===== config.mk =====
export PLATFORM = sky130hd
export DESIGN_NAME = reg_transfer_arbiter
export DESIGN_NICKNAME = d
export VERILOG_FILES = /design/src/rtl/reg_transfer_arbiter.sv
export SDC_FILE = /design/constraint.sdc
export NUM_CORES = 1
export LEC_CHECK = 0
export BUFFER_PORTS_ARGS = -buffer_cell sky130_fd_sc_hd__buf_2
export CAP_MARGIN = 20
export CORE_AREA = 2 2 61 63
export CTS_CLUSTER_DIAMETER = 200
export DETAILED_ROUTE_END_ITERATION = 6
export DIE_AREA = 0 0 63 65
export HOLD_SLACK_MARGIN = 0.03
export PLACE_DENSITY_LB_ADDON = 0.05
export SKIP_LAST_GASP = 1
export SLEW_MARGIN = 40
export SYNTH_ARGS = -nofsm -noshare
export SYNTH_HDL_FRONTEND = slang
export SYNTH_SLANG_ARGS = --single-unit
export TNS_END_PERCENT = 5

===== constraint.sdc =====
create_clock -name CLK -period 1.9 [get_ports CLK]
set_clock_uncertainty 0.15 [all_clocks]
set_input_delay 0.285 -clock CLK [delete_from_list [all_inputs] [get_ports CLK]]
set_output_delay 0.285 -clock CLK [all_outputs]
set_load 0.005 [all_outputs]

===== src/rtl/reg_transfer_arbiter.sv =====
// -----------------------------------------------------------------------------
// reg_transfer_arbiter
//
// Sequencer and two-port round-robin arbiter for a bank of 8-bit working
// registers that share one 8-bit bus. Each register is a pair of 74173-style
// 4-bit D-registers whose output enable (M/N) and load enable (G1_n) are driven
// from OE_n / LD_n below. A granted transfer walks GRANT -> DRIVE -> LOAD ->
// RELEASE, so the source drives the bus for SETTLE cycles before the
// destination is strobed, and at most one register ever drives the bus.
//
// Parameters
//   NREG    number of registers on the bus (2..8), indices are 3 bits
//   SETTLE  bus-settle cycles with the source driving before the load (0..7)
//
// Ports
//   CLK         clock, all state changes on the rising edge
//   CLR_n       asynchronous active-low reset
//   REQ[1:0]    level transfer request per port (0: control unit, 1: loader)
//   SRC0/DST0   port 0 source / destination register index
//   SRC1/DST1   port 1 source / destination register index
//   GNT[1:0]    one-hot grant, GRANT through RELEASE
//   DONE[1:0]   one-cycle completion pulse for the served port
//   ERR         one-cycle pulse with DONE when the request was illegal
//   BUSY        high whenever the sequencer is not idle
//   OE_n        per-register output enable, active-low
//   LD_n        per-register load enable, active-low
// All outputs are registered; nothing combinational reaches a port.
// -----------------------------------------------------------------------------
module reg_transfer_arbiter #(
  parameter int NREG   = 8,
  parameter int SETTLE = 1
) (
  input  logic            CLK,
  input  logic            CLR_n,
  input  logic [1:0]      REQ,
  input  logic [2:0]      SRC0,
  input  logic [2:0]      DST0,
  input  logic [2:0]      SRC1,
  input  logic [2:0]      DST1,
  output logic [1:0]      GNT,
  output logic [1:0]      DONE,
  output logic            ERR,
  output logic            BUSY,
  output logic [NREG-1:0] OE_n,
  output logic [NREG-1:0] LD_n
);

  typedef enum logic [2:0] {
    S_IDLE,
    S_GRANT,
    S_DRIVE,
    S_LOAD,
    S_RELEASE
  } state_e;

  // Register count widened so a 3-bit index can be range-checked against it.
  localparam logic [3:0] NREG_W      = 4'(NREG);
  // Value of the settle counter in the last DRIVE cycle.
  localparam logic [2:0] SETTLE_LAST = (SETTLE == 0) ? 3'd0 : 3'(SETTLE - 1);

  // Sequencer state
  state_e          state_q,   state_d;
  logic [2:0]      cnt_q,     cnt_d;
  logic            last_q,    last_d;     // port served most recently
  logic            win_q,     win_d;      // port currently being served
  logic [2:0]      src_q,     src_d;
  logic [2:0]      dst_q,     dst_d;
  logic            illegal_q, illegal_d;

  // Registered outputs
  logic [1:0]      gnt_q,     gnt_d;
  logic [1:0]      done_q,    done_d;
  logic            err_q,     err_d;
  logic            busy_q,    busy_d;
  logic [NREG-1:0] oe_n_q,    oe_n_d;
  logic [NREG-1:0] ld_n_q,    ld_n_d;

  // ---------------------------------------------------------------------------
  // Next-state logic
  // ---------------------------------------------------------------------------
  always_comb begin
    // NOTE: every signal written here gets a default first; a path that
    // leaves one unassigned would infer a latch.
    state_d   = state_q;
    cnt_d     = cnt_q;
    last_d    = last_q;
    win_d     = win_q;
    src_d     = src_q;
    dst_d     = dst_q;
    illegal_d = illegal_q;

    unique case (state_q)
      S_IDLE: begin
        if (REQ != 2'b00) begin
          // Under contention the port not served last wins; a lone request
          // wins outright regardless of the pointer.
          win_d   = (REQ == 2'b11) ? ~last_q : REQ[1];
          state_d = S_GRANT;
        end
      end

      S_GRANT: begin
        // The indices are captured here; later changes on SRC/DST are ignored.
        src_d     = win_q ? SRC1 : SRC0;
        dst_d     = win_q ? DST1 : DST0;
        illegal_d = ({1'b0, src_d} >= NREG_W) || ({1'b0, dst_d} >= NREG_W) ||
                    (src_d == dst_d);
        cnt_d     = 3'd0;
        if (illegal_d) begin
          state_d = S_RELEASE;
        end else if (SETTLE == 0) begin
          state_d = S_LOAD;
        end else begin
          state_d = S_DRIVE;
        end
      end

      S_DRIVE: begin
        if (cnt_q == SETTLE_LAST) begin
          cnt_d   = 3'd0;
          state_d = S_LOAD;
        end else begin
          cnt_d   = cnt_q + 3'd1;
        end
      end

      S_LOAD: begin
        state_d = S_RELEASE;
      end

      S_RELEASE: begin
        last_d  = win_q;
        state_d = S_IDLE;
      end

      default: begin
        state_d = S_IDLE;
      end
    endcase
  end

  // ---------------------------------------------------------------------------
  // Output decode from the next state, so every port comes straight off a flop
  // and lines up with the state it belongs to.
  // ---------------------------------------------------------------------------
  always_comb begin
    busy_d = (state_d != S_IDLE);
    gnt_d  = 2'b00;
    done_d = 2'b00;
    err_d  = 1'b0;
    oe_n_d = '1;
    ld_n_d = '1;

    if (state_d != S_IDLE) begin
      gnt_d = win_d ? 2'b10 : 2'b01;
    end

    if (state_d == S_RELEASE) begin
      done_d = gnt_d;
      err_d  = illegal_d;
    end

    // Strobes only exist in DRIVE/LOAD, which an illegal request never
    // reaches, so both indices are in range whenever they are decoded.
    for (int i = 0; i < NREG; i++) begin
      if ((state_d == S_DRIVE || state_d == S_LOAD) && (src_d == 3'(i))) begin
        oe_n_d[i] = 1'b0;
      end
      if ((state_d == S_LOAD) && (dst_d == 3'(i))) begin
        ld_n_d[i] = 1'b0;
      end
    end
  end

  // ---------------------------------------------------------------------------
  // State and output registers
  // ---------------------------------------------------------------------------
  always_ff @(posedge CLK or negedge CLR_n) begin
    if (!CLR_n) begin
      // NOTE: every flop here is reset, including the latched indices, so a
      // transfer caught mid-flight leaves nothing behind and the strobes go
      // inactive the instant CLR_n falls.
      state_q   <= S_IDLE;
      cnt_q     <= 3'd0;
      last_q    <= 1'b1;
      win_q     <= 1'b0;
      src_q     <= 3'd0;
      dst_q     <= 3'd0;
      illegal_q <= 1'b0;
      gnt_q     <= 2'b00;
      done_q    <= 2'b00;
      err_q     <= 1'b0;
      busy_q    <= 1'b0;
      oe_n_q    <= '1;
      ld_n_q    <= '1;
    end else begin
      // NOTE: non-blocking assignments so every flop samples pre-edge values.
      state_q   <= state_d;
      cnt_q     <= cnt_d;
      last_q    <= last_d;
      win_q     <= win_d;
      src_q     <= src_d;
      dst_q     <= dst_d;
      illegal_q <= illegal_d;
      gnt_q     <= gnt_d;
      done_q    <= done_d;
      err_q     <= err_d;
      busy_q    <= busy_d;
      oe_n_q    <= oe_n_d;
      ld_n_q    <= ld_n_d;
    end
  end

  assign GNT  = gnt_q;
  assign DONE = done_q;
  assign ERR  = err_q;
  assign BUSY = busy_q;
  assign OE_n = oe_n_q;
  assign LD_n = ld_n_q;

endmodule


* Yosys cells after proc, flatten, opt, wreduce, memory -nomap -nowiden
Cells that the tools add are included. Widths: inputs -> output; s select.
Storage, ports and cells: logic and storage cells 96, input port bits 16, bits in registers 37, output and inout port bits 22
Cells by class: add/sub/neg operators 1, bitwise logic cells 1, reduce and logical (&&, ||, !) cells 24, equal/unequal tests 23, muxes and demuxes 34
Operator list (number):
- $eq 3x3->1 const B | 10
- $eq 3x2->1 const B | 8
- $mux 3 | 8
- $mux 1 | 21
- $logic_and 1x1->1 | 16
- $logic_not 3->1 | 4
- $pmux 3 s4 | 1
- $eq 3x1->1 const B | 3
- $mux 2 | 3
- $pmux 3 s2 | 1
- $reduce_bool 2->1 | 2
- $add 3x1->3 const B | 1
- $eq 3x3->1 | 1
- $reduce_bool 3->1 | 1
- $eq 2x2->1 const B | 1
- $logic_or 1x1->1 | 1
- $not 1->1 | 1

* Longest topological paths before layout
word-level depth 8, depth in mapped cells 6, mapped depth without buffers 5

* Worst setup path after synthesis
OpenSTA, ideal clock, no wires.
kind register -> register, start register state_q[2], end register ld_n_q[6] (netlist: LD_n[6]), data arrival time 1.396 ns, setup slack 0.294 ns, setup time 0.060 ns, cell stages (with the launch flop) 7, clock period less this slack 1.606 ns, cell sequence dfrtp_1 -> buf_2 -> nor3b_2 -> buf_4 -> mux2_4 -> nor2b_2 -> nand2_1
On the way: cells in the longest elaborated chain, start to end 5
Ends and longest elaborated chain:
- start: declaration | line 62 | state_e state_q, state_d;
- start signal: assignment | line 198 | state_q <= state_d;
- $eq 3x1->1 | line 92 | unique case (state_q)
- $mux 3 | line 92
- net dst_d[1] | line 67 | logic [2:0] dst_q, dst_d;
- $eq 3x3->1 | line 169 | if ((state_d == S_LOAD) && (dst_d == 3'(i))) begin
- $logic_and 1x1->1 | line 169
- $mux 1 | line 169
- net ld_n_d[6] | line 76 | logic [NREG-1:0] ld_n_q, ld_n_d;
- end signal: assignment | line 210 | ld_n_q <= ld_n_d;
- end: declaration | line 76
The timed path passes the listed nets, and every way through them passes these cells. A chain may end at the register's enable or synchronous reset.

* Worst setup path after layout
start register win_q, end register ld_n_q[7] (netlist: LD_n[7])
RTL lines:
- start: declaration | line 65 | logic win_q, win_d;
- start signal: assignment | line 201 | win_q <= win_d;
- $mux 3 | line 105 | dst_d = win_q ? DST1 : DST0;
- $mux 3 | line 92
- net dst_d[0] | line 67
- $eq 3x3->1 | line 169
- $logic_and 1x1->1 | line 169
- $mux 1 | line 169
- net ld_n_d[7] | line 76
The timed path passes the listed nets, and every way through them passes these cells.

==> impl_metrics.csv <==
group,metric,value,unit
placement,place_inst,234,
sta,fin_tns_setup,0,ns
drt,finalWirelength,3440,µm
min_path,holdCritPathClass,"in2reg",
floorplan,start_util,0.484,
placement,place_hpwl,2530,µm
critical_path,required,2.04,ns
critical_path,path_class,"reg2reg",
yosys,async_reset_ff_frac,1.00,
drt,drt_iter0_markers,48,
sta,final.min_clock_period,1.79,ns
drt,postRouteAntennaNets,0,
yosys,netlist_instances,151,
min_path,hold_depth,3,
global_route,grt_pass1_wl,5780,µm
yosys,ys_seq_area_frac,0.560,
yosys,synthesis.nets,169,
sta,hold_violations,0,
yosys,synth_area_per_cell,11.2,µm²
cells_and_area,area_delta_synth_final,18.8,%
floorplan,ios,38,
placement,gp_congestion,0.780,
cells_and_area,nets,212,
clocking,tritoncts,"built",
sta,setup_viol,0,
yosys,synth_ff_type,"dfrtp_1",
clocking,clkTransAtPathRegs,0.10,ns
global_route,grt_pass1_vias,1258,
sta,post-route-period-util,0.940,
clocking,ctsResizeCount,0,
drt,avgViaCountPerCell,5.31,
cells_and_area,final_area,2010,µm²
critical_path,start_kind,"register",
clocking,root_buffer,"clkbuf_4",
job,cap_viol_max_count,0,
cells_and_area,final_util,0.574,
yosys,yosys_register_bits,37,
global_route,grt_usage,0.186,
placement,dpl-instance-area,1940,µm²
pwr,power,2.76,mW
floorplan,core-area,3500,µm²
sta,drv_slew,0,
critical_path,cp-end-kind,"register",
sta,tightest_slew,0.667,ns
drt,first_pass_iters,4,
pwr,peakVddDrop,0.747,mV
yosys,synth_area,1690,µm²
clocking,clock_sinks,37,
pwr,powerDensity,1370,nW/µm²
cells_and_area,seq_area,947,µm²
global_route,grt_max_degree,38,
clocking,cts_buffer_depth,2,
sta,rsz0062_at_grt,"no",
cells_and_area,fillers,307,
yosys,ys_warn_count,0,
drt,drc,0,
yosys,ys_types,41,
drt,wire_per_inst,14.1,µm
cells_and_area,antennaDiodeCount,0,
cells_and_area,multi_input_area,694,µm²
critical_path,path_max_fanout,6,
drt,vias,1290,
global_route,antenna_found_initial,0,
floorplan,std_cell_rows,22,
floorplan,die_w,63,µm
sta,relSlewSlack,0.556,
outcome,status,"completed",
pwr,leakagePower,0.872,nW
placement,portBuffers,37,
sta,fmax,560,MHz
yosys,synth-edff-count,0,
clocking,htree_levels,2,
critical_path,arrival,1.93,ns
clocking,cts_buffers,5,
global_route,overflow,0,
cells_and_area,fin_cells,243,
cells_and_area,drive_gt1_frac,0.390,
floorplan,die_area,4100,µm²
critical_path,r2r_setup_slack,0.11,ns
clocking,clock_latency,0.34,ns
floorplan,die_h,65,µm
critical_path,rr_worst_depth,5,
-- synth_stat cells, types with 4 or more instances --
cell type / count / area share
nor2_1: 13 / 0.029
dfstp_2: 17 / 0.26
inv_1: 6 / 0.013
a211oi_1: 4 / 0.018
a31oi_1: 7 / 0.026
and2_1: 4 / 0.015
dfrtp_1: 20 / 0.30
nand2b_1: 4 / 0.015
nand2_1: 15 / 0.033
mux2_2: 5 / 0.033
-- kinds of logic after synthesis --
group	after synthesis	synth area share
buffers and inverters	12	0.0333
AND/OR/NAND/NOR	57	0.187
multiplexers	8	0.0540
AO/OA/AOI/OAI	29	0.120
adder cells (fa/ha/maj)	2	0.0148
flip-flops	37	0.560
XOR/XNOR	6	0.0311
-- critical path, cell delays in order (launching register included) --
cell	delay [ns]
dfrtp_1	0.49
buf_4	0.20
mux2_2	0.34
mux2_2	0.32
and2_1	0.18
nand2_1	0.06
-- through the flow --
stage          setup slack (ns)  hold WS, ns
2_1_floorplan             0.294       -0.161
3_3_place_gp            -0.0335        0.197
3_5_place_dp              0.125        0.201
4_1_cts                   0.102        0.117
5_1_grt                  0.0433        0.154
6_report                  0.113        0.116
-- routing by layer --
| metal | GRT usage | wire [µm] |
|---|---|---|
| met5 | 0 | 0 |
| met4 | 0.0917 | 68 |
| met3 | 0.0399 | 207 |
| met2 | 0.295 | 1580 |
| met1 | 0.243 | 1580 |
-- placed cells by master, fill, tap and decap left out, drive strengths merged, types with 6 or more instances in the layout --
cell type / n
a31oi: 7
buf: 41
clkbuf: 8
dfrtp: 20
dfstp: 17
inv: 6
mux2: 6
nand2: 15
nor2: 14
-- final cells by class --
type / instances / area share
repair buffers: 42 / 0.112
multi-input cells: 102 / 0.346
well taps: 48 / 0.0299
flip-flops and latches: 37 / 0.472
clock buffers: 8 / 0.0293
inverters: 6 / 0.0112
-- registers in the layout, summed over array words and instances (netlist names) --
register and flops:
illegal_q 1, last_q 1, dst_q 3, state_q 3, GNT 2, cnt_q 3, OE_n 8, DONE 2
BUSY 1, src_q 3, ERR 1, LD_n 8, win_q 1
-- worst paths after layout --
path                             endpoint      start
worst max-delay path              LD_n[7]      win_q
worst min-delay path             dst_q[2]    DST0[2]
worst max register to register    LD_n[7]      win_q
worst min register to register  illegal_q  illegal_q
max in group asynchronous         OE_n[7]      CLR_n
min in group asynchronous        src_q[2]      CLR_n
-- where the power goes --
group          switching [mW]  internal (mW)  leakage (nW)
sequential              0.180           1.07         0.428
combinational           0.593          0.478         0.411
clock                   0.249          0.183        0.0326
total                    1.02           1.73         0.872
-- what timing repair did --
item / CTS / global route
buffers inserted: 0 / 0
endpoints found under the hold margin: 20 / 0
hold buffers: 1 / 0
Note: power is estimated with default switching activity, not from simulation.
